==> src/rtl/arbiter_wrr.sv <==
// Weighted round-robin arbiter draining four fall-through FIFOs into one output FIFO.
// Each granted queue may be popped up to weight[q] times before the grant rotates.
// A weight of zero removes the queue from arbitration entirely.
module arbiter_wrr #(
    parameter int DATA_W   = 8,
    parameter int WEIGHT_W = 4
) (
    input  logic                  clk,
    input  logic                  rst,
    input  logic                  enb,
    input  logic                  pausa,
    input  logic [3:0]            empty,
    input  logic [4*DATA_W-1:0]   data_in,
    input  logic                  cfg_we,
    input  logic [1:0]            cfg_idx,
    input  logic [WEIGHT_W-1:0]   cfg_weight,
    output logic [3:0]            pop,
    output logic                  push,
    output logic [DATA_W-1:0]     data_out,
    output logic [1:0]            grant,
    output logic                  active
);

    typedef enum logic {
        S_IDLE  = 1'b0,
        S_SERVE = 1'b1
    } state_t;

    state_t              r_state;
    state_t              w_state_nxt;
    logic [1:0]          r_grant;
    logic [1:0]          w_grant_nxt;
    logic [1:0]          r_rr_ptr;
    logic [1:0]          w_rr_ptr_nxt;
    logic [WEIGHT_W-1:0] r_credit;
    logic [WEIGHT_W-1:0] w_credit_nxt;
    logic [WEIGHT_W-1:0] r_weight [4];
    logic                r_push;
    logic [DATA_W-1:0]   r_data_out;

    logic [3:0]          w_elig;
    logic                w_sel_vld;
    logic [1:0]          w_sel;
    logic [1:0]          w_cand;
    logic                w_pop_any;
    logic                w_switch;

    // A queue can be granted only if it has a word and a non-zero weight.
    always_comb begin
        w_elig = '0;
        for (int i = 0; i < 4; i++) begin
            w_elig[i] = !empty[i] && (r_weight[i] != '0);
        end
    end

    // Round-robin pick: first eligible queue starting at r_rr_ptr; scanning
    // backwards lets the nearest candidate overwrite farther ones.
    always_comb begin
        w_sel_vld = 1'b0;
        w_sel     = r_rr_ptr;
        w_cand    = r_rr_ptr;
        for (int k = 3; k >= 0; k--) begin
            w_cand = r_rr_ptr + 2'(k);
            if (w_elig[w_cand]) begin
                w_sel_vld = 1'b1;
                w_sel     = w_cand;
            end
        end
    end

    // Pop strobe: only in SERVE, unstalled, with data and remaining credit.
    always_comb begin
        w_pop_any = (r_state == S_SERVE) && enb && !pausa &&
                    !empty[r_grant] && (r_credit != '0);
        pop       = w_pop_any ? (4'b0001 << r_grant) : 4'b0000;
    end

    // Next-state logic: load on grant, decrement per pop, rotate on switch.
    always_comb begin
        w_state_nxt  = r_state;
        w_grant_nxt  = r_grant;
        w_rr_ptr_nxt = r_rr_ptr;
        w_credit_nxt = r_credit;
        w_switch     = 1'b0;
        case (r_state)
            S_IDLE: begin
                if (enb && w_sel_vld) begin
                    w_state_nxt  = S_SERVE;
                    w_grant_nxt  = w_sel;
                    w_credit_nxt = r_weight[w_sel];
                    w_rr_ptr_nxt = w_sel + 2'd1;
                end
            end
            S_SERVE: begin
                // Stalled or disabled: everything holds, grant is never preempted.
                if (enb && !pausa) begin
                    if (w_pop_any) begin
                        w_credit_nxt = r_credit - WEIGHT_W'(1);
                    end
                    w_switch = (w_pop_any && (r_credit == WEIGHT_W'(1))) ||
                               (empty[r_grant] && !w_pop_any);
                    if (w_switch) begin
                        if (w_sel_vld) begin
                            w_grant_nxt  = w_sel;
                            w_credit_nxt = r_weight[w_sel];
                            w_rr_ptr_nxt = w_sel + 2'd1;
                        end else begin
                            w_state_nxt = S_IDLE;
                        end
                    end
                end
            end
            default: w_state_nxt = S_IDLE;
        endcase
    end

    // Arbitration state registers.
    always_ff @(posedge clk or posedge rst) begin
        if (rst) begin
            r_state  <= S_IDLE;
            r_grant  <= 2'd0;
            r_rr_ptr <= 2'd0;
            r_credit <= '0;
        end else begin
            r_state  <= w_state_nxt;
            r_grant  <= w_grant_nxt;
            r_rr_ptr <= w_rr_ptr_nxt;
            r_credit <= w_credit_nxt;
        end
    end

    // Weight table: writable at any time; loads read the pre-write value.
    always_ff @(posedge clk or posedge rst) begin
        if (rst) begin
            for (int i = 0; i < 4; i++) begin
                r_weight[i] <= WEIGHT_W'(1);
            end
        end else if (cfg_we) begin
            r_weight[cfg_idx] <= cfg_weight;
        end
    end

    // Output FIFO write port: one cycle behind the pop, data held otherwise.
    always_ff @(posedge clk or posedge rst) begin
        if (rst) begin
            r_push     <= 1'b0;
            r_data_out <= '0;
        end else begin
            r_push <= w_pop_any;
            if (w_pop_any) begin
                r_data_out <= data_in[r_grant*DATA_W +: DATA_W];
            end
        end
    end

    assign push     = r_push;
    assign data_out = r_data_out;
    assign grant    = r_grant;
    assign active   = (r_state == S_SERVE);

endmodule

==> config.mk <==
export PLATFORM = sky130hd
export DESIGN_NAME = arbiter_wrr
export DESIGN_NICKNAME = d
export VERILOG_FILES = /design/src/rtl/arbiter_wrr.sv
export SDC_FILE = /design/constraint.sdc
export NUM_CORES = 1
export LEC_CHECK = 0
export ABC_AREA = 1
export CAP_MARGIN = 20
export CORE_UTILIZATION = 50
export CTS_BUF_LIST = sky130_fd_sc_hd__clkbuf_2 sky130_fd_sc_hd__clkbuf_4 sky130_fd_sc_hd__clkbuf_8
export CTS_CLUSTER_SIZE = 28
export DETAILED_ROUTE_END_ITERATION = 16
export HOLD_SLACK_MARGIN = 0.02
export PLACE_DENSITY = 0.9
export SYNTH_ARGS = -nofsm -noshare
export SYNTH_HDL_FRONTEND = slang
export SYNTH_SLANG_ARGS = --single-unit
==> constraint.sdc <==
create_clock -name clk -period 2.24 [get_ports clk]
set_clock_uncertainty 0.05 [all_clocks]
set_input_delay 0.448 -clock clk [delete_from_list [all_inputs] [get_ports clk]]
set_output_delay 0.448 -clock clk [all_outputs]
set_load 0.02 [all_outputs]
==> reports/results.tsv, run 1 <==
metric	value	unit
status	complete, no violations	
Area Overhead vs Synth	48.93	%
routed via count	2492	
Max VDD drop	0.8133	mV
ys async rst share	1.000	
measured slew at the worst slew-check pin	429.3	ps
total grt overflow	0	
Syn Inst Count	299	
crit path time final	2183	ps
CP max stage cell	dfrtp_2	
die area	4715	um^2
FMAX	458.0	MHz
Critical Path RT	1740	ps
Critical Path AT	1690	ps
latest clock arrival within the worst-skew pair	300	ps
CP Max Fanout	5	
initial antenna violation count	0	
Yosys reg bits	34	
final worst setup slack	56.58	ps
clk sinks	34	
H-tree depth	2	
WL per Instance	15.72	um
Detail Route Antenna Nets	0	
Total GRT Usage	0.2847	
global-route wire length before repair	9487	um
largest net degree at the start of global routing	35	
FF-to-FF setup slack	120	ps
number of CTS-inserted buffers	5	
Main synth FF type	dfrtp_1	
Setup CP Type	reg -> out	
post-synthesis cell type with the largest combined area	dfrtp_1	
Cell Area, Synth	2222	um^2
CTS Hold Buffers Added	0	
final hold vios	0	
RePlAce Congestion	1.001	
pins over their slew limit	0	
post-synthesis cell type count	32	
Die Wd	68.67	um
most frequent cell after synthesis	nand2_1	
Yosys top cell area share	0.3378	
Synth Warn #	0	
leakage	1.600	nW
Max transition margin	0.7138	
Tcrit/Tclk final	0.9747	
syn_nets	349	
EDFF count, synth	0	
top cells by count, synth	nand2_1, nand3_1, inv_1	
port buffer count	62	
Syn Area/Cell	7.432	um^2
CTS root buffer	clkbuf_8	
io pins	63	
sequential share of the synthesized area	0.3851	
Critical Path Max Stage Delay	480	ps
routed wire length	7076	um
Max-Cap Viols	0	
CP endpoint kind	primary output	
Post-Place Worst Slack	-511.7	ps
nature of the critical path startpoint	flip-flop	
effective utilization at floorplan	0.5362	
Design Power	0.004810	W
die height	68.67	um
DP HPWL	4840	um
CP cell instances	nor2_4 -> inv_1 -> o22ai_2 -> a21oi_2 -> o21ai_2 -> nand3_4 -> nor3_2 -> buf_4	
CTS Buffer Depth	2	
Fillers	259	
vias in the first global route	2057	
hold crit path type	reg -> reg	
drt first pass iters	5	
Synth area leaders	dfrtp_1, nand2_1, nand3_1, o21ai_0, inv_1	
fraction of layout cells with a size suffix above 1	0.2500	
count of final setup violators	0	
core area	4144	um^2
row count	23	
DRC errors left	0	
Clock Pin Slew Worst Setup and Hold Paths	70	ps
diode count	0	
nets	449	
TritonCTS clock tree	done	
PwrDens	1453	nW/um^2
vias per cell	5.538	
initial DRC count	241	
[routing by layer]
metal  GRT usage  part of all wire  vias up
li1            -                 -     1188
met1      0.3633              0.41     1191
met2      0.4534              0.50       99
met3     0.07895             0.074       14
met4      0.1172             0.020        0
met5           0                 0        -
[flip-flops by register name, summed over array words and instances (netlist names)]
register	count
grant	2
push	1
r_credit	4
r_weight	16
active	1
r_rr_ptr	2
data_out	8
[power breakdown]
| group | total (W) | switching [W] | leakage [nW] | internal [W] |
|---|---|---|---|---|
| Clock | 0.000534 | 0.000224 | 0.0575 | 0.000310 |
| Combinational | 0.00323 | 0.00187 | 1.14 | 0.00137 |
| Sequential | 0.00104 | 0.000208 | 0.401 | 0.000836 |
| Total | 0.00481 | 0.00230 | 1.60 | 0.00251 |
[path summary, 6_finish.rpt]
path,start,endpoint,cells past startpoint
worst min-delay path,r_credit[3]$_DFFE_PP0P_,r_credit[3]$_DFFE_PP0P_,2
max in group asynchronous,rst,r_weight[8]$_DFFE_PP1P_,3
worst max-delay path,grant[0]$_DFFE_PP0P_,pop[2],8
worst min register to register,r_credit[3]$_DFFE_PP0P_,r_credit[3]$_DFFE_PP0P_,2
worst max register to register,r_weight[0]$_DFFE_PP1P_,r_credit[3]$_DFFE_PP0P_,16
min in group asynchronous,rst,r_rr_ptr[1]$_DFFE_PP0P_,3
[worst max-delay path: cells and delay by family (launching register included)]
family / cells / cell delay [ps]
AO/OA/AOI/OAI: 3 / 240
buffers and inverters: 2 / 230
flip-flops: 1 / 480
AND/OR/NAND/NOR: 3 / 430
[cell usage in the layout, fill, tap and decap left out, drive strengths merged]
master / instances
dfrtp: 30
dfstp: 4
o21ai: 32
clkinv: 1
inv: 35
o22ai: 1
nor2: 24
nand2: 97
a22oi: 8
a21oi: 1
ha: 3
clkdlybuf4s50: 54
nand3: 45
nand3b: 1
o21a: 1
nor3: 1
xor2: 3
clkbuf: 8
dlymetal6s2s: 4
a41oi: 8
buf: 39
[kinds of logic after synthesis]
| family | count (synthesis) | synth area share |
|---|---|---|
| AOI/OAI and AO/OA | 51 | 0.1560 |
| xor gates and xnor gates | 3 | 0.01521 |
| adders and majority gates | 3 | 0.01689 |
| buffers and inverters | 41 | 0.08896 |
| DFF | 34 | 0.3851 |
| and+or+nand+nor | 167 | 0.3378 |
[cell type report]
class                           count  area, um^2  area share
Multi-Input combinational cell    225        1256      0.3796
Timing Repair Buffer               97       885.9      0.2677
Sequential cell                    34       858.3      0.2594
Inverter                           36       136.4     0.04121
Clock buffer                        8       110.1     0.03327
Tap cell                           50       62.56     0.01890
[metrics by stage]
| step | instances | setup TNS (ps) | instance area [um^2] | utilization | hold slack [ps] |
|---|---|---|---|---|---|
| 6_report | 450 | 0 | 3309 | 0.7986 | 430.2 |
| 3_3_place_gp | 433 | -2758 | 3052 | 0.7364 | 416.1 |
| 2_1_floorplan | 299 | 0 | 2227 | - | 398.8 |
| 5_1_grt | 450 | -36.42 | 3309 | 0.7986 | 467.9 |
| 3_5_place_dp | 433 | -4375 | 3052 | 0.7364 | 423.2 |
| 4_1_cts | 441 | -8.051 | 3147 | 0.7594 | 438.7 |
[repair_timing]
| action | in CTS | in global routing |
|---|---|---|
| pin swaps | 0 | 15 |
| endpoints found under the setup margin | 4 | 11 |
| gates resized for setup | 18 | 33 |
| setup buffers | 0 | 8 |
| gates cloned | 0 | 1 |
(Power assumes the default switching activity.)
==> run 2: changes to the inputs <==
Settings changed: GPL_TIMING_DRIVEN set to 0.
==> run 2 against run 1 <==
  * The run now ends with negative setup slack left
  * Cell area fell by 3.4%
  * Register-to-register slack barely moved
  * Fmax fell by 3.7%
  * Largest power group unchanged
==> reports/results.tsv, run 2 (synthesis gave the netlist of run 1 again) <==
metric	value	unit	change
Die Wd	68.67	um	unchanged
# placed instances	412		-4.8%
DRC errors left	0		unchanged
diode count	0		unchanged
fraction of layout cells with a size suffix above 1	0.1825		-0.06746
number of CTS-inserted buffers	5		unchanged
Max VDD drop	0.6803	mV	-16%
row count	23		unchanged
clk sinks	34		unchanged
PwrDens	1389	nW/um^2	-4.5%
Critical Path RT	1740	ps	about the same
design area	3198	um^2	-3.4%
nets	427		-4.9%
die area	4715	um^2	unchanged
Setup CP Type	in -> out		
CP cell instances	clkdlybuf4s50_1 -> inv_1 -> nor2_1 -> inv_1 -> nor2_4 -> nand3_4 -> nor2_1 -> buf_4		
CP max stage cell	clkdlybuf4s50_1		
vias in the first global route	2089		+1.6%
Clock Pin Slew Worst Setup and Hold Paths	60	ps	about the same
core area	4144	um^2	unchanged
global-route wire length before repair	9708	um	+2.3%
die height	68.67	um	unchanged
initial antenna violation count	0		unchanged
port buffer count	62		unchanged
TritonCTS clock tree	done		
largest net degree at the start of global routing	23		-34%
Tcrit/Tclk final	1.013		+0.03787
register area	858.3	um^2	unchanged
Total GRT Usage	0.2896		+0.004985
unrepaired setup endpoints after global routing	true		
effective utilization at floorplan	0.5362		unchanged
CP endpoint kind	primary output		
CTS Buffer Depth	2		unchanged
io pins	63		unchanged
most flop-heavy register	r_weight		
Max-Cap Viols	0		unchanged
RePlAce Congestion	0.8604		-14%
hold crit path type	reg -> reg		
CP Max Fanout	5		unchanged
Multi-input gate area	1255	um^2	about the same
placed inst area	2938	um^2	-3.7%
CTS root buffer	clkbuf_8		
final worst setup slack	-28.25	ps	-84.83 ps
latest clock arrival within the worst-skew pair	290	ps	about the same
Detail Route Antenna Nets	0		unchanged
DP HPWL	4623	um	-4.5%
Critical Path AT	1770	ps	+80 ps
max reg flops	16		unchanged
H-tree depth	2		unchanged
leakage	1.489	nW	-7.0%
total grt overflow	0		unchanged
Area Overhead vs Synth	43.92	%	
FMAX	440.9	MHz	-3.7%
status	finished, violations left		
violated checks	negative setup slack		
routed via count	2363		-5.2%
crit path time final	2268	ps	+84.83 ps
most frequent cells in the layout	nand2_1, clkdlybuf4s50_1, nand3_1		
drt first pass iters	4		-1
Fillers	272		+5.0%
final hold vios	0		unchanged
CTS Hold Buffers Added	0		unchanged
commonest non-fill, non-tap cell in the layout	nand2_1		
routed wire length	6413	um	-9.4%
nature of the critical path startpoint	input port		
measured slew at the worst slew-check pin	618.1	ps	+188.8 ps
Max transition margin	0.5875		-0.1263
non-filler cells, final	428		-4.9%
final setup TNS	-64.60	ps	-64.60 ps
vias per cell	5.521		-0.30%
count of final setup violators	3		+3
initial DRC count	152		-37%
WL per Instance	14.98	um	-4.7%
Finished Core Util	0.7717		-0.02687
Critical Path Max Stage Delay	490	ps	about the same
pins over their slew limit	0		unchanged
==> run 2: cell types whose count changed in the layout (fill, tap and decap cells not counted), sizes merged <==
cell | previous run | this run
buf | 39 | 17
clkdlybuf4s50 | 54 | 56
dlymetal6s2s | 4 | 2
clkbuf | 8 | 9
nand2 | 97 | 96
==> run 2: timing repair <==
action / CTS / global route
buffers inserted: 4 / 4
hold endpoints to repair: 0 / 0
pin swaps: 3 / 3
setup endpoints to repair: 4 / 10
gates resized for setup: 28 / 23
==> run 2: routing by layer <==
layer / track usage / share of wire / vias to the layer above
li1: - / - / 1155
met1: 0.3937 / 0.41 / 1095
met2: 0.4571 / 0.48 / 96
met3: 0.05757 / 0.088 / 17
met4: 0.1042 / 0.024 / 0
met5: 0 / 0 / -
==> run 2: metrics by stage <==
stage	power, W	setup WS (ps)	hold slack [ps]
detailed placement	0.003582	-571.3	422.3
global route	0.004797	-97.87	497.8
floorplan	0.002839	139.2	398.8
CTS	0.004181	10.98	436.6
global placement	0.003482	-547.2	422.7
finish	0.004441	-28.25	432.4
==> run 2: final timing paths <==
check	from	to	slack (ps)	depth (start not counted)
worst max-delay path	enb	pop[0]	-30	8
worst min-delay path	r_credit[3]$_DFFE_PP0P_	r_credit[3]$_DFFE_PP0P_	430	2
worst max register to register	grant[1]$_DFFE_PP0P_	r_credit[3]$_DFFE_PP0P_	130	16
worst min register to register	r_credit[3]$_DFFE_PP0P_	r_credit[3]$_DFFE_PP0P_	430	2
max in group asynchronous	rst	r_weight[8]$_DFFE_PP1P_	1050	3
min in group asynchronous	rst	active$_DFF_PP0_	470	2
==> run 2: where the power goes <==
group | switching (W) | internal, W | leakage [nW] | total, W
Clock | 0.000216 | 0.000275 | 0.0523 | 0.000491
Sequential | 0.000186 | 0.000835 | 0.401 | 0.00102
Combinational | 0.00177 | 0.00116 | 1.04 | 0.00293
Total | 0.00217 | 0.00227 | 1.49 | 0.00444
==> run 2: layout make-up <==
class	instances	share of cell area
Multi-Input combinational cell	224	0.3924
Sequential cell	34	0.2684
Timing Repair Buffer	71	0.2250
Inverter	36	0.04499
Clock buffer	8	0.03052
Tap cell	50	0.01956
Buffer	5	0.01917
==> run 2: worst max-delay path, delay by kind of cell <==
| family | cells | cell delay (ps) |
|---|---|---|
| simple gates | 4 | 530 |
| buf+inv | 4 | 770 |
